==> src/rtl/mem_access_ctrl_pkg.sv <==
// Shared definitions for the data-memory access controller and its users
// (decoder, write-back mux, fetch-path aligner).
//   - bhw size encodings and the decoded access size
//   - controller state encoding
//   - lane helpers: size decode, misalignment test, store strobes/replication
package mem_access_ctrl_pkg;

    // Controller states, 2-bit so other stages can observe/compare them
    typedef enum logic [1:0] {
        MS_IDLE = 2'd0,
        MS_REQ  = 2'd1,
        MS_WAIT = 2'd2,
        MS_DONE = 2'd3
    } mem_state_e;

    // Decoded access width
    typedef enum logic [1:0] {
        SZ_BYTE = 2'd0,
        SZ_HALF = 2'd1,
        SZ_WORD = 2'd2
    } mem_size_e;

    // Decoder bhw encodings
    localparam logic [3:0] BHW_B = 4'b0001;
    localparam logic [3:0] BHW_H = 4'b0011;
    localparam logic [3:0] BHW_W = 4'b1111;

    // Any encoding other than byte/half is treated as a full word
    function automatic mem_size_e decode_bhw(input logic [3:0] bhw);
        case (bhw)
            BHW_B:   return SZ_BYTE;
            BHW_H:   return SZ_HALF;
            default: return SZ_WORD;
        endcase
    endfunction

    function automatic logic is_misaligned(input mem_size_e sz, input logic [1:0] off);
        return ((sz == SZ_HALF) && off[0]) || ((sz == SZ_WORD) && (off != 2'b00));
    endfunction

    function automatic logic [3:0] lane_strobe(input mem_size_e sz, input logic [1:0] off);
        case (sz)
            SZ_BYTE: return 4'b0001 << off;
            SZ_HALF: return 4'b0011 << off;
            default: return 4'b1111;
        endcase
    endfunction

    // Replicate the low bits across all lanes so the strobes alone pick the target
    function automatic logic [31:0] lane_wdata(input mem_size_e sz, input logic [31:0] wdata);
        case (sz)
            SZ_BYTE: return {4{wdata[7:0]}};
            SZ_HALF: return {2{wdata[15:0]}};
            default: return wdata;
        endcase
    endfunction

endpackage

==> src/rtl/mem_access_ctrl_if.sv <==
// Data-memory port bundle.
//   master (controller): dmem_req, dmem_we, dmem_addr, dmem_wstrb, dmem_wdata out;
//                        dmem_gnt, dmem_rvalid, dmem_rdata in
//   slave  (memory)    : the mirror image
interface mem_access_ctrl_if;
    logic        dmem_req;
    logic        dmem_we;
    logic [31:0] dmem_addr;
    logic [3:0]  dmem_wstrb;
    logic [31:0] dmem_wdata;
    logic        dmem_gnt;
    logic        dmem_rvalid;
    logic [31:0] dmem_rdata;

    modport master (
        output dmem_req, dmem_we, dmem_addr, dmem_wstrb, dmem_wdata,
        input  dmem_gnt, dmem_rvalid, dmem_rdata
    );

    modport slave (
        input  dmem_req, dmem_we, dmem_addr, dmem_wstrb, dmem_wdata,
        output dmem_gnt, dmem_rvalid, dmem_rdata
    );
endinterface

==> src/rtl/mem_access_ctrl_load_align.sv <==
// mem_load_align: combinational load formatter, shared with the fetch path.
//   rdata   in  32  raw word from memory
//   off     in  2   byte offset within the word
//   bhw     in  4   access size encoding
//   unsign  in  1   1 = zero-extend, 0 = sign-extend
//   ld_data out 32  aligned, extended result
module mem_load_align
    import mem_access_ctrl_pkg::*;
(
    input  logic [31:0] rdata,
    input  logic [1:0]  off,
    input  logic [3:0]  bhw,
    input  logic        unsign,
    output logic [31:0] ld_data
);

    logic [31:0] shifted;
    mem_size_e   size;

    // Bring the addressed lane down to bit 0, then extend to 32 bits.
    // Words are always aligned, so the shift is a no-op for them.
    always_comb begin
        size    = decode_bhw(bhw);
        shifted = rdata >> {off, 3'b000};
        ld_data = shifted;
        case (size)
            SZ_BYTE: ld_data = unsign ? {24'b0, shifted[7:0]}
                                      : {{24{shifted[7]}}, shifted[7:0]};
            SZ_HALF: ld_data = unsign ? {16'b0, shifted[15:0]}
                                      : {{16{shifted[15]}}, shifted[15:0]};
            default: ld_data = shifted;
        endcase
    end

endmodule

==> src/rtl/mem_access_ctrl.sv <==
// mem_access_ctrl: turns EX/MEM load/store instructions into dmem transactions.
//   clk, rst_n                 clock, async active-low reset
//   ex_valid, flush            instruction valid / kill
//   mem_re, mem_we, bhw,       access type, size, extension
//   load_unsign
//   addr, wdata                effective address, store data
//   stall                      hold the pipeline while an access is in flight
//   ld_valid, ld_data          load write-back pulse and result
//   misalign, bus_err          one-cycle error pulses
//   dmem                       data-memory port (master side)
// TIMEOUT: REQ+WAIT cycles before giving up with bus_err, 2..255.
module mem_access_ctrl
    import mem_access_ctrl_pkg::*;
#(
    parameter int unsigned TIMEOUT = 255
) (
    input  logic        clk,
    input  logic        rst_n,
    input  logic        ex_valid,
    input  logic        flush,
    input  logic        mem_re,
    input  logic        mem_we,
    input  logic [3:0]  bhw,
    input  logic        load_unsign,
    input  logic [31:0] addr,
    input  logic [31:0] wdata,
    output logic        stall,
    output logic        ld_valid,
    output logic [31:0] ld_data,
    output logic        misalign,
    output logic        bus_err,
    mem_access_ctrl_if.master dmem
);

    localparam logic [7:0] TO_LAST = 8'(TIMEOUT - 1);

    mem_state_e  state, state_nxt;
    logic [7:0]  cnt;
    logic        kill;
    logic        timeout_fire;

    logic [29:0] lat_addr;
    logic [1:0]  lat_off;
    logic        lat_we;
    logic [3:0]  lat_strb;
    logic [31:0] lat_wdata;
    logic [3:0]  lat_bhw;
    logic        lat_unsign;

    mem_size_e   size_in;
    logic        mis;
    logic        mem_op;
    logic        start;
    logic [31:0] ld_aligned;

    // Decode the incoming instruction; a misaligned op never reaches the bus
    always_comb begin
        size_in = decode_bhw(bhw);
        mis     = is_misaligned(size_in, addr[1:0]);
        mem_op  = ex_valid & (mem_re | mem_we) & ~flush;
        start   = (state == MS_IDLE) & mem_op & ~mis;
    end

    // Next state and combinational outputs. Priority in REQ is grant, then
    // flush, then timeout; in WAIT a final rvalid beats the timeout.
    always_comb begin
        state_nxt     = state;
        stall         = 1'b0;
        dmem.dmem_req = 1'b0;
        ld_valid      = 1'b0;
        timeout_fire  = 1'b0;
        case (state)
            MS_IDLE: begin
                if (start) begin
                    stall     = 1'b1;
                    state_nxt = MS_REQ;
                end
            end
            MS_REQ: begin
                stall         = 1'b1;
                dmem.dmem_req = 1'b1;
                if (dmem.dmem_gnt) begin
                    state_nxt = lat_we ? MS_DONE : MS_WAIT;
                end else if (flush) begin
                    state_nxt = MS_IDLE;
                end else if (cnt >= TO_LAST) begin
                    state_nxt    = MS_DONE;
                    timeout_fire = 1'b1;
                end
            end
            MS_WAIT: begin
                stall = 1'b1;
                if (dmem.dmem_rvalid) begin
                    state_nxt = MS_DONE;
                end else if (cnt >= TO_LAST) begin
                    state_nxt    = MS_DONE;
                    timeout_fire = 1'b1;
                end
            end
            MS_DONE: begin
                ld_valid  = ~lat_we & ~kill & ~bus_err;
                state_nxt = MS_IDLE;
            end
            default: state_nxt = MS_IDLE;
        endcase
    end

    // State register
    always_ff @(posedge clk or negedge rst_n) begin
        if (!rst_n) state <= MS_IDLE;
        else        state <= state_nxt;
    end

    // Capture the whole access at start so the bus stays stable while the
    // pipeline inputs are held or change under flush
    always_ff @(posedge clk or negedge rst_n) begin
        if (!rst_n) begin
            lat_addr   <= '0;
            lat_off    <= '0;
            lat_we     <= 1'b0;
            lat_strb   <= '0;
            lat_wdata  <= '0;
            lat_bhw    <= '0;
            lat_unsign <= 1'b0;
        end else if (start) begin
            lat_addr   <= addr[31:2];
            lat_off    <= addr[1:0];
            lat_we     <= mem_we;
            lat_strb   <= mem_we ? lane_strobe(size_in, addr[1:0]) : 4'b0000;
            lat_wdata  <= lane_wdata(size_in, wdata);
            lat_bhw    <= bhw;
            lat_unsign <= load_unsign;
        end
    end

    // Timeout counter spans REQ and WAIT together; saturates so a late
    // grant on the last REQ cycle still times out in WAIT
    always_ff @(posedge clk or negedge rst_n) begin
        if (!rst_n) begin
            cnt <= '0;
        end else if (start) begin
            cnt <= '0;
        end else if (((state == MS_REQ) || (state == MS_WAIT)) && (cnt != 8'hFF)) begin
            cnt <= cnt + 8'd1;
        end
    end

    // A flush once the request is granted cannot recall it; remember it so
    // the returning data is consumed but not written back
    always_ff @(posedge clk or negedge rst_n) begin
        if (!rst_n) begin
            kill <= 1'b0;
        end else if (start || (state == MS_DONE)) begin
            kill <= 1'b0;
        end else if (flush && (((state == MS_REQ) && dmem.dmem_gnt) || (state == MS_WAIT))) begin
            kill <= 1'b1;
        end
    end

    // Registered error pulses and load result
    always_ff @(posedge clk or negedge rst_n) begin
        if (!rst_n) begin
            misalign <= 1'b0;
            bus_err  <= 1'b0;
            ld_data  <= '0;
        end else begin
            misalign <= (state == MS_IDLE) & mem_op & mis;
            bus_err  <= timeout_fire;
            if (timeout_fire) begin
                ld_data <= '0;
            end else if ((state == MS_WAIT) && dmem.dmem_rvalid) begin
                ld_data <= ld_aligned;
            end
        end
    end

    mem_load_align u_align (
        .rdata   (dmem.dmem_rdata),
        .off     (lat_off),
        .bhw     (lat_bhw),
        .unsign  (lat_unsign),
        .ld_data (ld_aligned)
    );

    assign dmem.dmem_we    = lat_we;
    assign dmem.dmem_addr  = {lat_addr, 2'b00};
    assign dmem.dmem_wstrb = lat_strb;
    assign dmem.dmem_wdata = lat_wdata;

endmodule
==> src/flat_wrapper.sv <==
// flat-port wrapper written by rule: the top's interface ports become plain ports
module mem_access_ctrl_flat import mem_access_ctrl_pkg::*;
#(
    parameter int unsigned TIMEOUT = 255
)
  (clk, rst_n, ex_valid, flush, mem_re, mem_we, bhw, load_unsign, addr, wdata, stall, ld_valid, ld_data, misalign, bus_err, dmem_dmem_req, dmem_dmem_we, dmem_dmem_addr, dmem_dmem_wstrb, dmem_dmem_wdata, dmem_dmem_gnt, dmem_dmem_rvalid, dmem_dmem_rdata);
  mem_access_ctrl_if dmem_i ();
  input  logic clk;
  input  logic rst_n;
  input  logic ex_valid;
  input  logic flush;
  input  logic mem_re;
  input  logic mem_we;
  input  logic [3:0] bhw;
  input  logic load_unsign;
  input  logic [31:0] addr;
  input  logic [31:0] wdata;
  output logic stall;
  output logic ld_valid;
  output logic [31:0] ld_data;
  output logic misalign;
  output logic bus_err;
  output wire logic [$bits(dmem_i.dmem_req)-1:0] dmem_dmem_req;
  output wire logic [$bits(dmem_i.dmem_we)-1:0] dmem_dmem_we;
  output wire logic [$bits(dmem_i.dmem_addr)-1:0] dmem_dmem_addr;
  output wire logic [$bits(dmem_i.dmem_wstrb)-1:0] dmem_dmem_wstrb;
  output wire logic [$bits(dmem_i.dmem_wdata)-1:0] dmem_dmem_wdata;
  input wire logic [$bits(dmem_i.dmem_gnt)-1:0] dmem_dmem_gnt;
  input wire logic [$bits(dmem_i.dmem_rvalid)-1:0] dmem_dmem_rvalid;
  input wire logic [$bits(dmem_i.dmem_rdata)-1:0] dmem_dmem_rdata;
  assign dmem_dmem_req = dmem_i.dmem_req;
  assign dmem_dmem_we = dmem_i.dmem_we;
  assign dmem_dmem_addr = dmem_i.dmem_addr;
  assign dmem_dmem_wstrb = dmem_i.dmem_wstrb;
  assign dmem_dmem_wdata = dmem_i.dmem_wdata;
  assign dmem_i.dmem_gnt = dmem_dmem_gnt;
  assign dmem_i.dmem_rvalid = dmem_dmem_rvalid;
  assign dmem_i.dmem_rdata = dmem_dmem_rdata;
  mem_access_ctrl #(.TIMEOUT(TIMEOUT)) u_core (.clk(clk), .rst_n(rst_n), .ex_valid(ex_valid), .flush(flush), .mem_re(mem_re), .mem_we(mem_we), .bhw(bhw), .load_unsign(load_unsign), .addr(addr), .wdata(wdata), .stall(stall), .ld_valid(ld_valid), .ld_data(ld_data), .misalign(misalign), .bus_err(bus_err), .dmem(dmem_i));
endmodule
==> config.mk <==
export PLATFORM = sky130hd
export DESIGN_NAME = mem_access_ctrl_flat
export DESIGN_NICKNAME = d
export VERILOG_FILES = /design/src/rtl/mem_access_ctrl_pkg.sv /design/src/rtl/mem_access_ctrl_if.sv /design/src/rtl/mem_access_ctrl_load_align.sv /design/src/rtl/mem_access_ctrl.sv /design/src/flat_wrapper.sv
export SDC_FILE = /design/constraint.sdc
export NUM_CORES = 1
export LEC_CHECK = 0
export CAP_MARGIN = 10
export CORE_MARGIN = 3
export CORE_UTILIZATION = 41
export CTS_BUF_LIST = sky130_fd_sc_hd__clkbuf_16
export DETAILED_ROUTE_END_ITERATION = 10
export GPL_ROUTABILITY_DRIVEN = 0
export PLACE_DENSITY = 0.85
export SYNTH_ARGS = -nofsm -noshare
export SYNTH_HDL_FRONTEND = slang
export SYNTH_HIERARCHICAL = 1
export SYNTH_SLANG_ARGS = --single-unit
==> constraint.sdc <==
create_clock -name clk -period 2.1 [get_ports clk]
set_input_delay 0.42 -clock clk [delete_from_list [all_inputs] [get_ports clk]]
set_output_delay 0.42 -clock clk [all_outputs]
set_load 0.02 [all_outputs]
==> results.py <==
metrics = {
    "worst_setup_path": {
        "worst_r2r_path_depth": 8,
        "crit_type": "input port to primary output",
        "regToRegEndpoint": "u_core/dmem.dmem_wdata[9]",
        "crit_path_max_fanout": 4,
        "worstPathArrival_ps": 1660,
        "cp.required_ps": 1680,
        "cpMaxStageDelayCell": "or3b_4",
        "reg2reg_slack_ps": 180,
        "cp-end-kind": "primary output",
        "timing.rr.start": "u_core/state[1]",
        "crit_path_start_kind": "input port",
        "slowest_delay_ps": 420,
        "crit_path_cell_trace": "dlygate4sd2_1, or3b_4, a2bb2oi_4, a21oi_2, nor2_2, buf_6",
    },
    "yosys": {
        "synth_cell_types": 52,
        "ys_warn_count": 6,
        "netlist_top_cells_area": "dfrtp_1, mux2i_1, mux2_2",
        "synth_area_per_cell_um2": 10.6,
        "ys_ff_latch": 119,
        "synth-main-ff-cell": "dfrtp_1",
        "synth_top_area_share_pct": 49.0,
        "synth_edf_count": 0,
        "yosysSeqAreaShare_pct": 49.0,
        "async_flop_share_pct": 100,
        "synth.largest_area_cell": "dfrtp_1",
        "syn-cell-area_um2": 6080,
        "syn_inst": 572,
    },
    "floorplanning": {
        "boundaryPins": 215,
        "start_util_pct": 42.8,
        "die_area_um2": 16300,
        "row_count": 43,
        "core_um2": 14200,
        "die_h_um": 128,
        "die_w_um": 128,
    },
    "timing": {
        "finalSetupViolCount": 0,
        "min_period_over_period_pct": 99.0,
        "hold_viol": 0,
        "clock_skew_ps": 7.62,
        "timing.fmax_mhz": 481,
        "slew_headroom_pct": 51.8,
        "rsz0062_at_grt": "yes",
        "maxSlewViolCount": 0,
        "period_needed_ps": 2080,
        "tightest_slew_ps": 722,
    },
    "clocking": {
        "clkSlewWorstSetupHoldPaths_ps": 50,
        "insertion_delay_ps": 410,
        "cts_root_buf": "clkbuf_16",
        "htreeDepth": 4,
        "cts_buffers": 17,
        "clock_path_buffers": 2,
        "cts.sinks": 119,
        "cts_tree": "done",
    },
    "final_layout": {
        "nFillCells": 1144,
        "antennaDiodeCount": 0,
        "fin_util_pct": 64.7,
        "fin_nets": 919,
        "area_growth_pct": 51.2,
        "drive_gt1_share_pct": 18.5,
        "layout.cells.non_filler": 997,
        "seqCellArea_um2": 2980,
        "multi_input_area_um2": 2860,
    },
    "worst_hold_path": {
        "hp-start": "bhw[2]",
        "hold_end": "u_core/lat_bhw[2]",
        "hold_path.class": "input port to register",
        "hold_path_depth": 2,
    },
    "global_route": {
        "grt_pass1_wl_um": 28300,
        "track_usage_pct": 21.9,
        "grt_pass1_vias": 5360,
        "overflow": 0,
        "grt_max_degree": 54,
        "antenna_found_initial": 0,
    },
    "route": {
        "drt_wl_total_um": 17600,
        "first_iter_violations": 286,
        "wl_per_cell_um": 17.7,
        "vias_per_cell": 5.32,
        "ant_nets": 0,
        "firstDrtPassIters": 4,
        "route.detailed.drc": 0,
        "num_vias": 5303,
    },
    "placement": {
        "placed_cells": 963,
        "place.port_buffers": 212,
        "hpwlAfterDp_um": 12600,
    },
    "pwr": {
        "seq_power_share_pct": 29.8,
        "power_leakage_nw": 4.03,
        "clockPowerShare_pct": 20.4,
        "peakVddDrop_uv": 807,
        "internal_power_w": 0.00871,
        "pwr_density_cell_nw_per_um2": 1510,
        "p_sw_w": 0.00518,
        "pwr-share-comb_pct": 49.9,
        "swShare_pct": 37.3,
    },
    "job": {
        "maxCapViolCount": 0,
    },
    "status": {
        "status": "finished, final reports clean",
    },
}
-- Yosys cell counts, types with 2 or more instances --
master	count
a211oi_1	12
a21oi_1	80
a2bb2oi_1	7
a31oi_1	2
and2_1	2
and3_1	3
buf_1	3
buf_2	9
buf_4	6
buf_6	4
clkbuf_1	20
dfrtp_1	119
ha_1	6
inv_1	15
mux2_2	48
mux2_4	6
mux2i_1	54
nand2_1	71
nand2b_1	2
nand3_1	11
nand4_1	2
nor2_1	21
nor2b_1	11
nor3_1	3
nor3b_1	2
nor4_1	3
nor4b_1	2
o211ai_1	2
o21ai_0	8
o21ai_1	3
o21ai_2	2
o22ai_2	9
o2bb2ai_1	2
or3_1	2
xnor2_1	3
-- sequential cells by signal (all words and copies together), names as in the netlist --
register                flops
u_core/dmem.dmem_wdata     32
u_core/ld_data             32
u_core/lat_addr            30
u_core/cnt                  8
u_core/dmem.dmem_wstrb      4
u_core/lat_bhw              4
u_core/lat_off              2
u_core/state                2
u_core/bus_err              1
u_core/dmem.dmem_we         1
u_core/kill                 1
u_core/lat_unsign           1
u_core/misalign             1
-- power by group through the flow --
stage / clock, W / sequential [W] / combinational [W]
after floorplan: 0 / 0.00519 / 0.00282
after global placement: 0 / 0.00410 / 0.00676
after detailed placement: 0 / 0.00414 / 0.00689
after CTS: 0.00289 / 0.00413 / 0.00693
after global routing: 0.00301 / 0.00429 / 0.00746
final: 0.00283 / 0.00414 / 0.00692
-- how the worst max path moves through the flow --
stage                    startpoint     to  slack [ps]  depth (start not counted)
floorplan                    bhw[1]  stall          10                          6
global placement             bhw[0]  stall        -690                          6
detailed placement           bhw[0]  stall        -710                          6
CTS                          bhw[2]  stall          -8                          6
global route        u_core/state[1]  stall         -40                          7
finish                       bhw[0]  stall          20                          6
-- layer usage --
layer / vias up / wire, um / global-route usage, %
met5: - / 0 / 0
met4: 0 / 290 / 6.68
met3: 27 / 1710 / 9.42
met2: 210 / 8500 / 35.2
met1: 2577 / 7130 / 26.9
li1: 2489 / - / -
-- critical path: cells and delay by family --
family | cells | cell delay, ps
simple gates | 2 | 540
buf+inv | 2 | 370
compound gates | 2 | 310
-- kinds of logic after synthesis --
logic type	Yosys count	share of synthesized area, %
other	1	0.0617
buffers and inverters	57	4.57
AND/OR/NAND/NOR	142	10.8
adder cells (fa/ha/maj)	6	1.23
flip-flops	119	49.0
XOR/XNOR	3	0.432
multiplexers	108	19.3
AO/OA/AOI/OAI	136	14.6
-- placed cells by master (no fill, tap or decap), drive strengths merged, types with 3 or more instances in the layout --
cell type | netlist | routed
clkdlybuf4s50 | 0 | 204
dfrtp | 119 | 119
a21oi | 80 | 80
nand2 | 72 | 72
mux2i | 54 | 54
mux2 | 54 | 54
buf | 22 | 44
nor2 | 21 | 21
clkbuf | 20 | 20
inv | 15 | 18
o21ai | 13 | 13
a211oi | 12 | 12
nor2b | 11 | 11
nand3 | 11 | 11
o22ai | 10 | 10
clkinv | 0 | 9
a2bb2oi | 8 | 8
ha | 6 | 6
bufinv | 0 | 3
nor3 | 3 | 3
and3 | 3 | 3
nor4 | 3 | 3
xnor2 | 3 | 3
-- layout make-up --
cell class              instances  area share, %
multi-input cells             397           31.1
well taps                     180           2.45
inverters                      15          0.612
clock inverters                15           1.58
repair buffers                254           27.2
clock buffers                  17           4.63
flip-flops and latches        119           32.4
-- stage by stage --
stage	hold WS (ps)	power (W)	setup WS (ps)	cell area (um2)	setup TNS (ps)
detailed placement	267	0.0110	-710	8610	-38970
floorplan	124	0.00801	10.5	6090	0
finish	335	0.0139	22.0	9190	0
CTS	366	0.0140	-8.35	9190	-8.35
global placement	265	0.0109	-694	8610	-35440
global route	341	0.0148	-35.2	9190	-35.2
-- timing repair --
| action | 4_1_cts | 5_1_grt |
|---|---|---|
| endpoints found under the hold margin | 8 | 0 |
| setup buffers | 0 | 1 |
| setup endpoints to repair | 62 | 4 |
| hold buffers | 1 | 0 |
| pin swaps | 3 | 6 |
| resized for setup | 17 | 11 |
Note: power is estimated with default switching activity, not from simulation.
==> RTL change (same settings) <==
Put one more register stage on the output `bus_err`, without a reset. The value now appears one clock later. The other outputs are not delayed to match. Comments in the files are not updated.
--- a/src/rtl/mem_access_ctrl.sv
+++ b/src/rtl/mem_access_ctrl.sv
@@ -35,2 +35,4 @@
     localparam logic [7:0] TO_LAST = 8'(TIMEOUT - 1);
+
+    logic bus_err_s0;
 
@@ -100,3 +102,3 @@
             MS_DONE: begin
-                ld_valid  = ~lat_we & ~kill & ~bus_err;
+                ld_valid  = ~lat_we & ~kill & ~bus_err_s0;
                 state_nxt = MS_IDLE;
@@ -163,3 +165,3 @@
             misalign <= 1'b0;
-            bus_err  <= 1'b0;
+            bus_err_s0 <= 1'b0;
             ld_data  <= '0;
@@ -167,3 +169,3 @@
             misalign <= (state == MS_IDLE) & mem_op & mis;
-            bus_err  <= timeout_fire;
+            bus_err_s0 <= timeout_fire;
             if (timeout_fire) begin
@@ -189,2 +191,6 @@
 
+    always_ff @(posedge clk) begin
+        bus_err <= bus_err_s0;
+    end
+
 endmodule
Behaviour: same outputs for any inputs over 10 cycles, from zero or initial values and one cycle with rst_n low; that may be too few to reach the edited logic, so the function may still have changed.
==> RTL change against the unedited design <==
The flow now finishes with violations (hold timing). Power increased by 0.57%. Synthesized area increased by 0.33%. Highest routed layer unchanged. Final area increased by 0.76%. Sequential cell count increased by 1. Register-to-register slack got worse by 0.03 ns. Die area increased by 0.31%. Synthesized cell count increased by 0.17%. Cell count increased by 0.20%. Global-route usage decreased by 0.68 points. Utilization increased by 0.49 points. Worst setup slack improved by 0.0068 ns. Wire length decreased by 0.90%.
==> RTL change: results (changes against the unedited design) <==
status = finished, violations left
failing checks = hold timing
post-CTS resize count = 15 (-2)
Critical path origin = bhw[3]
met2 wire length = 8250 microns (-2.9%)
Final Non-Filler Cells = 999 (+0.20%)
initial DRC count = 328 (+15%)
Cell Area, Placed = 8620 sq um (+0.12%)
hpwl dp = 12600 microns (+0.28%)
DR WL met3 = 1740 microns (+1.7%)
clk_skew = 0.00617 ns (-0.00145 ns)
Leakage = 0.00405 uW (+0.66%)
Worst-path clk slew = 0.05 ns (about the same)
Num Clock Sinks = 120 (+0.84%)
WL met1 = 7230 microns (+1.4%)
combinational power share = 49.7% (-0.2 points)
first-pass GRT wire length = 27600 microns (-2.5%)
PwrDens = 1510 nW/um^2 (-0.19%)
synth unique cells = 53 (+1.9%)
Ys Warns = 6 (unchanged)
fraction of area in multi-input gates = 30.9% (-0.24 points)
Synth area leaders = dfrtp_1, mux2i_1, mux2_2
sequential cell area share = 32.4% (about the same)
Critical Path End = stall
Post-synth ARST share = 99.2% (-0.83 points)
clk cell area share = 6.35% (+0.14 points)
worst-path fanout max = 4 (unchanged)
fillcell total = 1128 (-1.4%)
GRT Total Usage = 21.2% (-0.68 points)
Signal buf overhead = 27.4% (+0.15 points)
FP Rows = 43 (unchanged)
root buf cell = clkbuf_16
final net count = 921 (+0.22%)
Worst path slowest cell = or3b_4
layout cells sized above 1 = 18.9% (+0.44 points)
Non-clk bufs = 255 (+0.39%)
reg2reg end = u_core/dmem.dmem_wdata[8]$_DFFE_PN0N_
maximum VDD drop = 1.00 mV (+24%)
Worst Hold Class = input port to asynchronous set/reset pin
dpl ws = -0.683 ns (+0.0271 ns)
switching power = 5210 uW (+0.55%)
# Post-CTS Setup Buffers = 2 (+2)
Port-buffer cells = 212 (unchanged)
Slew @ Worst Pin = 0.699 ns (-0.0232 ns)
Fmax = 483 MHz (+0.33%)
vias in the first global route = 5319 (-0.76%)
Avg Inst Size Synth = 10.6 sq um (+0.15%)
vias post-DR = 5236 (-1.3%)
worst hold slack = -0.00402 ns (-0.339 ns)
reg2reg start = u_core/state[0]$_DFFE_PN0P_
Clock power frac = 20.7% (+0.3 points)
H-tree Lvls = 4 (unchanged)
placed cells = 961 (-0.21%)
setup slack, reg-to-reg = 0.15 ns (-0.03 ns)
Seq/Total Area, Yosys = 49.1% (+0.17 points)
pin count of the biggest net entering global routing = 43 (-20%)
final wirelength = 17500 microns (-0.90%)
detailed-router iteration count before antenna repair = 5 (+1)
Final Hold Viols = 3 (+3)
Area Growth Syn to Fin = 51.8%
## RTL change: cell types whose count changed in the layout (fill, tap and decap cells not counted), sizes merged, moves of 2 or more
cell,unedited run,this run
clkbuf,20,17
buf,44,46
clkinvlp,0,3
dlygate4sd2,2,4
clkinv,9,7
## RTL change: routing by layer
| metal | vias up | global-route usage [%] |
|---|---|---|
| met5 | - | 0 |
| met4 | 0 | 6.12 |
| met3 | 18 | 8.67 |
| met2 | 218 | 33.7 |
| met1 | 2504 | 26.8 |
| li1 | 2496 | - |
## RTL change: cell families (layout without fill, tap and decap cells)
family	count (synthesis)	after routing	synth area share [%]
AO/OA/AOI/OAI	136	136	14.6
XOR/XNOR	3	3	0.431
adder cells (fa/ha/maj)	6	6	1.23
buffers and inverters	57	302	4.55
flip-flops	120	120	49.1
multiplexers	108	108	19.2
other	1	2	0.0615
AND/OR/NAND/NOR	142	142	10.8
